### src/rtl/mul_div_unit_pkg.sv
// Shared definitions for the RV32M multiply/divide unit: funct3 op codes,
// FSM state encoding and operand signedness helpers.
package mul_div_unit_pkg;

    localparam logic [2:0] MD_MUL    = 3'b000;
    localparam logic [2:0] MD_MULH   = 3'b001;
    localparam logic [2:0] MD_MULHSU = 3'b010;
    localparam logic [2:0] MD_MULHU  = 3'b011;
    localparam logic [2:0] MD_DIV    = 3'b100;
    localparam logic [2:0] MD_DIVU   = 3'b101;
    localparam logic [2:0] MD_REM    = 3'b110;
    localparam logic [2:0] MD_REMU   = 3'b111;

    localparam logic [4:0] ITER_LOAD = 5'd31;

    typedef enum logic [1:0] {
        ST_IDLE = 2'd0,
        ST_CALC = 2'd1,
        ST_DONE = 2'd2
    } mdu_state_e;

    function automatic logic op_signed_a(input logic [2:0] op);
        return (op == MD_MULH) || (op == MD_MULHSU) || (op == MD_DIV) || (op == MD_REM);
    endfunction

    function automatic logic op_signed_b(input logic [2:0] op);
        return (op == MD_MULH) || (op == MD_DIV) || (op == MD_REM);
    endfunction

endpackage

### src/rtl/mdu_sign_fix.sv
// Sign handling around the unsigned iteration: operand magnitude/sign
// extraction at start, conditional negation of product/quotient/remainder at completion.
module mdu_sign_fix
    import mul_div_unit_pkg::*;
#(
    parameter int XLEN = 32
) (
    input  logic [2:0]        op,
    input  logic [XLEN-1:0]   a,
    input  logic [XLEN-1:0]   b,
    output logic [XLEN-1:0]   mag_a,
    output logic [XLEN-1:0]   mag_b,
    output logic              neg_res,
    output logic              neg_rem,
    input  logic [2*XLEN-1:0] prod_mag,
    input  logic [XLEN-1:0]   quo_mag,
    input  logic [XLEN-1:0]   rem_mag,
    input  logic              neg_res_q,
    input  logic              neg_rem_q,
    output logic [2*XLEN-1:0] prod_fix,
    output logic [XLEN-1:0]   quo_fix,
    output logic [XLEN-1:0]   rem_fix
);

    logic sign_a;
    logic sign_b;

    always_comb begin
        sign_a  = op_signed_a(op) & a[XLEN-1];
        sign_b  = op_signed_b(op) & b[XLEN-1];
        mag_a   = sign_a ? -a : a;
        mag_b   = sign_b ? -b : b;
        neg_res = sign_a ^ sign_b;
        // remainder takes the dividend's sign
        neg_rem = sign_a;
    end

    always_comb begin
        prod_fix = neg_res_q ? -prod_mag : prod_mag;
        quo_fix  = neg_res_q ? -quo_mag  : quo_mag;
        rem_fix  = neg_rem_q ? -rem_mag  : rem_mag;
    end

endmodule

### src/rtl/mul_div_unit.sv
// Iterative RV32M multiply/divide unit: radix-2 shift-add multiply and restoring
// divide, 32 iterations per op, single-cycle fast path for divide-by-zero/overflow.
module mul_div_unit
    import mul_div_unit_pkg::*;
#(
    parameter int XLEN = 32
) (
    input  logic            clk,
    input  logic            rst_n,
    input  logic            start,
    input  logic            flush,
    input  logic [2:0]      op,
    input  logic [XLEN-1:0] a,
    input  logic [XLEN-1:0] b,
    output logic            busy,
    output logic            done,
    output logic [XLEN-1:0] result
);

    mdu_state_e        state_q, state_d;
    logic [4:0]        cnt_q, cnt_d;
    logic [2*XLEN-1:0] acc_q, acc_d;
    logic [XLEN-1:0]   dvs_q, dvs_d;
    logic [2:0]        op_q, op_d;
    logic              neg_res_q, neg_res_d;
    logic              neg_rem_q, neg_rem_d;
    logic [XLEN-1:0]   result_q, result_d;
    logic              busy_q, busy_d;
    logic              done_q, done_d;

    logic [XLEN-1:0]   mag_a, mag_b;
    logic              neg_res, neg_rem;
    logic [2*XLEN-1:0] prod_fix;
    logic [XLEN-1:0]   quo_fix, rem_fix;

    logic [XLEN:0]     mul_sum;
    logic [XLEN:0]     div_shift;
    logic [XLEN:0]     div_trial;
    logic [2*XLEN-1:0] iter_next;
    logic              accept;
    logic              b_zero;
    logic              div_ovf;
    logic              fast;
    logic [XLEN-1:0]   fast_res;
    logic [XLEN-1:0]   calc_res;

    mdu_sign_fix #(.XLEN(XLEN)) u_sign_fix (
        .op        (op),
        .a         (a),
        .b         (b),
        .mag_a     (mag_a),
        .mag_b     (mag_b),
        .neg_res   (neg_res),
        .neg_rem   (neg_rem),
        .prod_mag  (iter_next),
        .quo_mag   (iter_next[XLEN-1:0]),
        .rem_mag   (iter_next[2*XLEN-1:XLEN]),
        .neg_res_q (neg_res_q),
        .neg_rem_q (neg_rem_q),
        .prod_fix  (prod_fix),
        .quo_fix   (quo_fix),
        .rem_fix   (rem_fix)
    );

    // acc holds {partial product, multiplier} or {partial remainder, dividend/quotient}
    always_comb begin
        mul_sum   = {1'b0, acc_q[2*XLEN-1:XLEN]} + {1'b0, dvs_q};
        div_shift = {acc_q[2*XLEN-1:XLEN], acc_q[XLEN-1]};
        div_trial = div_shift - {1'b0, dvs_q};
        if (op_q[2]) begin
            if (div_trial[XLEN]) begin
                iter_next = {div_shift[XLEN-1:0], acc_q[XLEN-2:0], 1'b0};
            end else begin
                iter_next = {div_trial[XLEN-1:0], acc_q[XLEN-2:0], 1'b1};
            end
        end else if (acc_q[0]) begin
            iter_next = {mul_sum, acc_q[XLEN-1:1]};
        end else begin
            iter_next = {1'b0, acc_q[2*XLEN-1:1]};
        end
    end

    always_comb begin
        b_zero  = (b == '0);
        div_ovf = ~op[0] & (a == {1'b1, {(XLEN-1){1'b0}}}) & (b == '1);
        fast    = op[2] & (b_zero | div_ovf);
        if (b_zero) begin
            fast_res = op[1] ? a : '1;
        end else begin
            fast_res = op[1] ? '0 : a;
        end
    end

    always_comb begin
        case (op_q)
            MD_MUL:                       calc_res = prod_fix[XLEN-1:0];
            MD_MULH, MD_MULHSU, MD_MULHU: calc_res = prod_fix[2*XLEN-1:XLEN];
            MD_DIV, MD_DIVU:              calc_res = quo_fix;
            default:                      calc_res = rem_fix;
        endcase
    end

    always_comb begin
        state_d   = state_q;
        cnt_d     = cnt_q;
        acc_d     = acc_q;
        dvs_d     = dvs_q;
        op_d      = op_q;
        neg_res_d = neg_res_q;
        neg_rem_d = neg_rem_q;
        result_d  = result_q;
        accept    = start & ~flush & (state_q != ST_CALC);

        case (state_q)
            ST_IDLE, ST_DONE: begin
                state_d = ST_IDLE;
                if (accept) begin
                    op_d      = op;
                    neg_res_d = neg_res;
                    neg_rem_d = neg_rem;
                    cnt_d     = ITER_LOAD;
                    acc_d     = {{XLEN{1'b0}}, op[2] ? mag_a : mag_b};
                    dvs_d     = op[2] ? mag_b : mag_a;
                    if (fast) begin
                        state_d  = ST_DONE;
                        result_d = fast_res;
                    end else begin
                        state_d = ST_CALC;
                    end
                end
            end
            ST_CALC: begin
                if (flush) begin
                    state_d = ST_IDLE;
                end else begin
                    acc_d = iter_next;
                    if (cnt_q == 5'd0) begin
                        state_d  = ST_DONE;
                        result_d = calc_res;
                    end else begin
                        cnt_d = cnt_q - 5'd1;
                    end
                end
            end
            default: state_d = ST_IDLE;
        endcase

        busy_d = (state_d == ST_CALC);
        done_d = (state_d == ST_DONE);
    end

    always_ff @(posedge clk or negedge rst_n) begin
        if (!rst_n) begin
            state_q   <= ST_IDLE;
            cnt_q     <= '0;
            acc_q     <= '0;
            dvs_q     <= '0;
            op_q      <= '0;
            neg_res_q <= 1'b0;
            neg_rem_q <= 1'b0;
            result_q  <= '0;
            busy_q    <= 1'b0;
            done_q    <= 1'b0;
        end else begin
            state_q   <= state_d;
            cnt_q     <= cnt_d;
            acc_q     <= acc_d;
            dvs_q     <= dvs_d;
            op_q      <= op_d;
            neg_res_q <= neg_res_d;
            neg_rem_q <= neg_rem_d;
            result_q  <= result_d;
            busy_q    <= busy_d;
            done_q    <= done_d;
        end
    end

    assign busy   = busy_q;
    assign done   = done_q;
    assign result = result_q;

endmodule
### config.mk
export PLATFORM = sky130hd
export DESIGN_NAME = mul_div_unit
export DESIGN_NICKNAME = d
export VERILOG_FILES = /design/src/rtl/mul_div_unit_pkg.sv /design/src/rtl/mdu_sign_fix.sv /design/src/rtl/mul_div_unit.sv
export SDC_FILE = /design/constraint.sdc
export NUM_CORES = 1
export LEC_CHECK = 0
export ABC_AREA = 0
export CAP_MARGIN = 20
export CORE_ASPECT_RATIO = 1.75
export CORE_MARGIN = 2
export CORE_UTILIZATION = 45
export DETAILED_ROUTE_END_ITERATION = 7
export PLACE_DENSITY = 0.63
export SLEW_MARGIN = 20
export SYNTH_ARGS = -nofsm -noshare
export SYNTH_HDL_FRONTEND = slang
export SYNTH_HIERARCHICAL = 1
export SYNTH_SLANG_ARGS = --single-unit
### constraint.sdc
create_clock -name clk -period 12.8 [get_ports clk]
set_clock_uncertainty 0.15 [all_clocks]
set_input_delay 1.92 -clock clk [delete_from_list [all_inputs] [get_ports clk]]
set_output_delay 1.92 -clock clk [all_outputs]
set_load 0.005 [all_outputs]
* Word-level counts from Yosys, hierarchy flattened *
Cells that the tools add are included.

cells by class
  add/subtract/negate cells = 8
  eq/ne operators = 21
  muxes and demuxes = 31
  bitwise operators = 11
  reductions and logical operators = 17

operator list
  cell                                                                count
  32-bit two-way mux                                                  13
  64-bit two-way mux                                                  6
  32-bit negation                                                     4
  64-bit case mux with 2 select lines                                 1
  32-bit case mux with 3 select lines                                 1
  32-bit == test, second input constant                               2
  64-bit negation                                                     1
  32-bit case mux with 2 select lines                                 1
  32-bit by 32-bit adder with 33-bit output                           1
  33-bit by 32-bit subtractor with 33-bit output                      1
  32-bit zero test                                                    1
  5-bit two-way mux                                                   3
  3-bit == test, second input constant                                4
  2-bit inequality test, second input constant                        5
  5-bit case mux with 2 select lines                                  1
  3-bit by 2-bit == test with 1-bit output, second input constant     3
  2-bit two-way mux                                                   4
  1-bit bitwise AND                                                   7
  3-bit by 1-bit == test with 1-bit output, second input constant     2
  5-bit zero test                                                     1
  1-bit logical OR                                                    5
  5-bit AND reduction                                                 1
  5-bit by 1-bit subtractor with 5-bit output, second input constant  1
  2-bit by 1-bit == test with 1-bit output, second input constant     2
  14 further kinds                                                    17

word-level totals
  bits in registers = 142
  bits of input ports = 71
  output and inout bits = 34
  logic and storage cells = 98

* Logic depth before layout (Yosys ltp) *
  depth after elaboration = 9
  gate-level depth with buffers = 24
  mapped depth without buffers = 22

* Cells and area by module *
Netlist, hierarchy kept.

by module, submodules not included
  module        instances  cells each  area each (µm²)  sequential area each (µm²)
  mul_div_unit  1          1609        12911.1          3553.4
  mdu_sign_fix  1          594         4214.0           0.0

* Least setup slack after synthesis *
No wires, ideal clock.

  path kind = reg-to-reg
  start = register acc_q[31]
  end = register result_q[27] (netlist: result[27])
  arrival time = 5.441 ns
  setup slack = 7.144 ns
  cell stages (with the launch flop) = 25
  buffers on the path = 4
  period minus slack after synthesis = 5.656 ns
  cells stage by stage = dfrtp_1 -> inv_1 -> ha_1 -> inv_1 -> fa_1 -> a211oi_2 -> o31ai_4 -> o2111ai_4 -> a211oi_4 -> o21a_1 -> buf_6 -> nor2_2 -> a211oi_1 -> or2_2 -> or4_4 -> or3_1 -> buf_6 -> or3_4 -> buf_6 -> buf_12 -> o31ai_4 -> xnor2_1 -> o22ai_1 -> o311ai_0 -> o21a_1

between the ends
  word-level cells in the longest chain between the ends = 9
  elaborated cells between the ends (all ways) = 14
  classes of those cells = add/sub (4); mux (10)

RTL lines
  element                                         RTL line             text
  start, declared                                 mul_div_unit.sv:22   logic [2*XLEN-1:0] acc_q, acc_d;
  start signal, assigned                          mul_div_unit.sv:156  acc_q <= '0;
  start signal, assigned                          mul_div_unit.sv:167  acc_q <= acc_d;
  33-bit by 32-bit subtractor with 33-bit output  mul_div_unit.sv:69   div_trial = div_shift - {1'b0, dvs_q};
  64-bit two-way mux                              mul_div_unit.sv:71   if (div_trial[XLEN]) begin
  64-bit two-way mux                              mul_div_unit.sv:70   if (op_q[2]) begin
  via iter_next[34]                               mul_div_unit.sv:39   logic [2*XLEN-1:0] iter_next;
  64-bit negation                                 mdu_sign_fix.sv:39   prod_fix = neg_res_q ? -prod_mag : prod_mag;
  64-bit two-way mux                              mdu_sign_fix.sv:39
  via prod_fix[59]                                mul_div_unit.sv:33   logic [2*XLEN-1:0] prod_fix;
  32-bit case mux with 3 select lines             mul_div_unit.sv:95   case (op_q)
  32-bit two-way mux                              mul_div_unit.sv:137  if (cnt_q == 5'd0) begin
  32-bit two-way mux                              mul_div_unit.sv:133  if (flush) begin
  32-bit case mux with 2 select lines             mul_div_unit.sv:114  case (state_q)
  end signal, assigned                            mul_div_unit.sv:172  result_q <= result_d;
  end, declared                                   mul_div_unit.sv:27   logic [XLEN-1:0] result_q, result_d;

The timed path passes the listed nets, and every way through them passes these cells. The select of a mux whose other input is x is not followed.
A chain may end at the register's enable or synchronous reset.

* Worst setup path after layout *
  start = register acc_q[31]
  end = register result_q[22] (netlist: result[22])

Same word-level chain as after synthesis.

==> results by group <==
Run status
  – Status: complete, no violations

Setup path
  – RR Startpoint: acc_q[31]$_DFFE_PN0P_
  – Critical Path Start Type: flip-flop
  – Critical Path RT: between 10 and 15 ns
  – FF-to-FF setup slack: approximately 5.9 ns
  – Slowest stage delay, CP: 0.59 ns
  – Worst Path Max Fanout: 28
  – Setup crit end kind: flip-flop
  – Slowest-stage cell, CP: or4_4
  – Cell Chain, Critical Path: inv_1, ha_1, inv_1, fa_1, a211oi_2, o31ai_4, o2111ai_4, a211oi_4, o21a_1, nor2_2, a211oi_1, or2_2, or4_4, or3_1, or3_4, o41ai_4, xnor2_1, o22ai_1, o311ai_0, o21a_1
  – R2r worst-path depth: 20
  – Crit path arrival time: a little over 7 ns
  – Crit path capture: result[22]$_DFFE_PN0P_
  – Reg-to-reg endpoint: result[22]$_DFFE_PN0P_
  – Crit. Startpoint: acc_q[31]$_DFFE_PN0P_
  – Kind of critical path: flip-flop to flip-flop

Die
  – Num rows: between 90 and 100
  – Core area: 37,520 um2
  – Initial Utilization: 0.4564
  – # IOs: 105
  – Die width: around 150 um
  – DIE AREA: just under 40,000 um2
  – Die height: between 200 and 300 um

Synthesis
  – Yosys top cell area share: 0.2075
  – Ys Warns: 6
  – Register bit total from synthesis: between 100 and 150
  – Avg Inst Size Synth: 7.774 um2
  – Top-count cell post-synth: nand2_1
  – Synth area leaders: dfrtp_1, xnor2_1, o21ai_0
  – Most frequent cells after synthesis: nand2_1, o21ai_0, xnor2_1
  – Cells after Synth: between 2,000 and 2,500
  – Area leader, netlist: dfrtp_1
  – Syn_nets: between 2,000 and 2,500
  – Sequential area share after synthesis: 0.2075
  – Main synth FF type: dfrtp_1
  – Post-synthesis async set-or-reset flop share: 1.000
  – Cell variety after synth: 91
  – Mapped Area: 17,130 um2
  – Post-synth EDFFs: 0

Place
  – Port Buffers: approximately 100
  – Final GP Congestion: between 1 and 1.5
  – Place WS: around 6 ns
  – DP HPWL: around 56,000 um
  – Placed Cells: ~2,700

STA
  – Setup tns final: 0 ns
  – Fin crit period: just under 7 ns
  – Tcrit/Tclk final: 0.5372
  – RSZ-0062 raised after global routing: false
  – Worst-Margin Slew: about 1.1 ns
  – Max Slew Vio Count: 0
  – Hold Fails Final Rpt: 0
  – WHS: approximately 0.34 ns
  – Final setup violation count: 0
  – Post-route setup slack: between 5 and 6 ns
  – Fmax: 145.4 MHz
  – Slew Limit Headroom: 0.2365

Clock tree
  – Clk buf depth: 2
  – Post-CTS sizing: 0
  – Clk slew on worst S/H paths: 0.07 ns
  – Setup bufs post-CTS: 0
  – CTS H-tree lvls: 4
  – CTS sink count: roughly 140
  – Worst skew pair latency: about 0.46 ns
  – Hold buffer count at CTS: 0
  – CTS tree: yes
  – CTS root buf: clkbuf_16
  – CTS Buf Count: 17

Global route
  – Initial antenna violation count: 0
  – Vias in the first global route: between 15,000 and 20,000
  – First-pass GRT wire length: between 100,000 and 150,000 um
  – Remaining global-route overflow: 0
  – Largest net degree at the start of global routing: 97
  – Tot GR Track Use: 0.3634

Drt
  – Via count: 18,280
  – Total wire length: 72,630 um
  – Starting DRT DRC Count: 1,508
  – TritonRoute pass-1 iters: 6
  – Drt via density: between 6 and 7
  – Post-route ant nets: 0
  – Drt drc: 0
  – DR WL/cell: ~27 um

Finish
  – Core Util, Final: 0.5078
  – Antenna cells: 0
  – Nets: approximately 2,400
  – Share of layout cells above drive strength 1: 0.07396
  – Final std cells w/o fill: 2,711
  – Synthesis-to-finish area growth: 11.26%

Pwr
  – Peak supply drop: 0.1169 mV
  – Leak: ~7.4 nW
  – Power Dens Cells: between 200 and 250 nW/um2

Worst hold path
  – Worst min path class: flip-flop to flip-flop

Job
  – Total of max-cap violations: 0
registers in the layout, indices dropped and copies added, names as in the netlist:
| name | flops |
|---|---|
| dvs_q | 32 |
| op_q | 3 |
| neg_rem_q | 1 |
| done | 1 |
| cnt_q | 5 |
| acc_q | 64 |
| state_q | 2 |
| neg_res_q | 1 |
| result | 32 |
| busy | 1 |
placed cells by master, fill, tap and decap left out, drive strengths merged, types with 33 or more instances in the layout:
master	n
o22a	34
nand2	211
o211ai	44
ha	70
nand3	35
mux2i	76
a211oi	34
nor2	155
inv	73
o31ai	62
a21oi	121
nor3	40
o41ai	33
clkdlybuf4s50	102
xor2	34
dfrtp	142
o21a	43
nor4	35
o22ai	36
xnor2	183
a21o	33
o21ai	190
or3	35
o311ai	35
buf	41
layer usage:
layer	global-route usage	routed length, um
met4	0.3014	7132
met3	0.04410	3495
met2	0.6516	36930
met1	0.3716	25070
met5	0	0
cell type report:
type,count,area (um2)
clock buffers,20,466.7
flip-flops and latches,142,3556
inverters,67,251.5
well taps,480,600.6
repair buffers,143,1333
clock inverters,12,125.1
multi-input cells,1847,12720
fillers,3709,18470
through the flow:
step | instance area (um2) | power (mW)
4_1_cts | 19050 | 4.340
6_report | 19050 | 4.412
3_5_place_dp | 18460 | 3.805
5_1_grt | 19050 | 4.663
3_3_place_gp | 18460 | 3.788
2_1_floorplan | 17130 | 2.852
critical path: cells and delay by family, from the launching register on:
family | cells | cell delay (ns)
AO/OA/AOI/OAI | 10 | 2.67
XOR/XNOR | 1 | 0.19
adder cells (fa/ha/maj) | 2 | 0.59
buffers and inverters | 2 | 0.14
flip-flops | 1 | 0.38
AND/OR/NAND/NOR | 5 | 2.66
worst min path at each step:
stage | startpoint | end | depth (start not counted)
after floorplan | acc_q[31]$_DFFE_PN0P_ | acc_q[31]$_DFFE_PN0P_ | 2
after global placement | acc_q[31]$_DFFE_PN0P_ | acc_q[31]$_DFFE_PN0P_ | 2
after detailed placement | acc_q[31]$_DFFE_PN0P_ | acc_q[31]$_DFFE_PN0P_ | 2
after CTS | result[18]$_DFFE_PN0P_ | result[18]$_DFFE_PN0P_ | 1
after global routing | result[18]$_DFFE_PN0P_ | result[18]$_DFFE_PN0P_ | 1
final | result[18]$_DFFE_PN0P_ | result[18]$_DFFE_PN0P_ | 1
cell families after synthesis:
group	Yosys count	share of synthesized area
xor+xnor	217	0.1110
fa+ha+maj	72	0.05348
simple gates	671	0.1946
compound gates	781	0.3175
mux	106	0.06415
flops	142	0.2075
buf+inv	214	0.05180
report_power, final:
part / switching [mW] / total, mW / internal [mW]
clock: 0.231 / 0.520 / 0.288
sequential: 0.164 / 0.717 / 0.553
combinational: 2.01 / 3.18 / 1.16
Power figures use the tool's default switching activity.
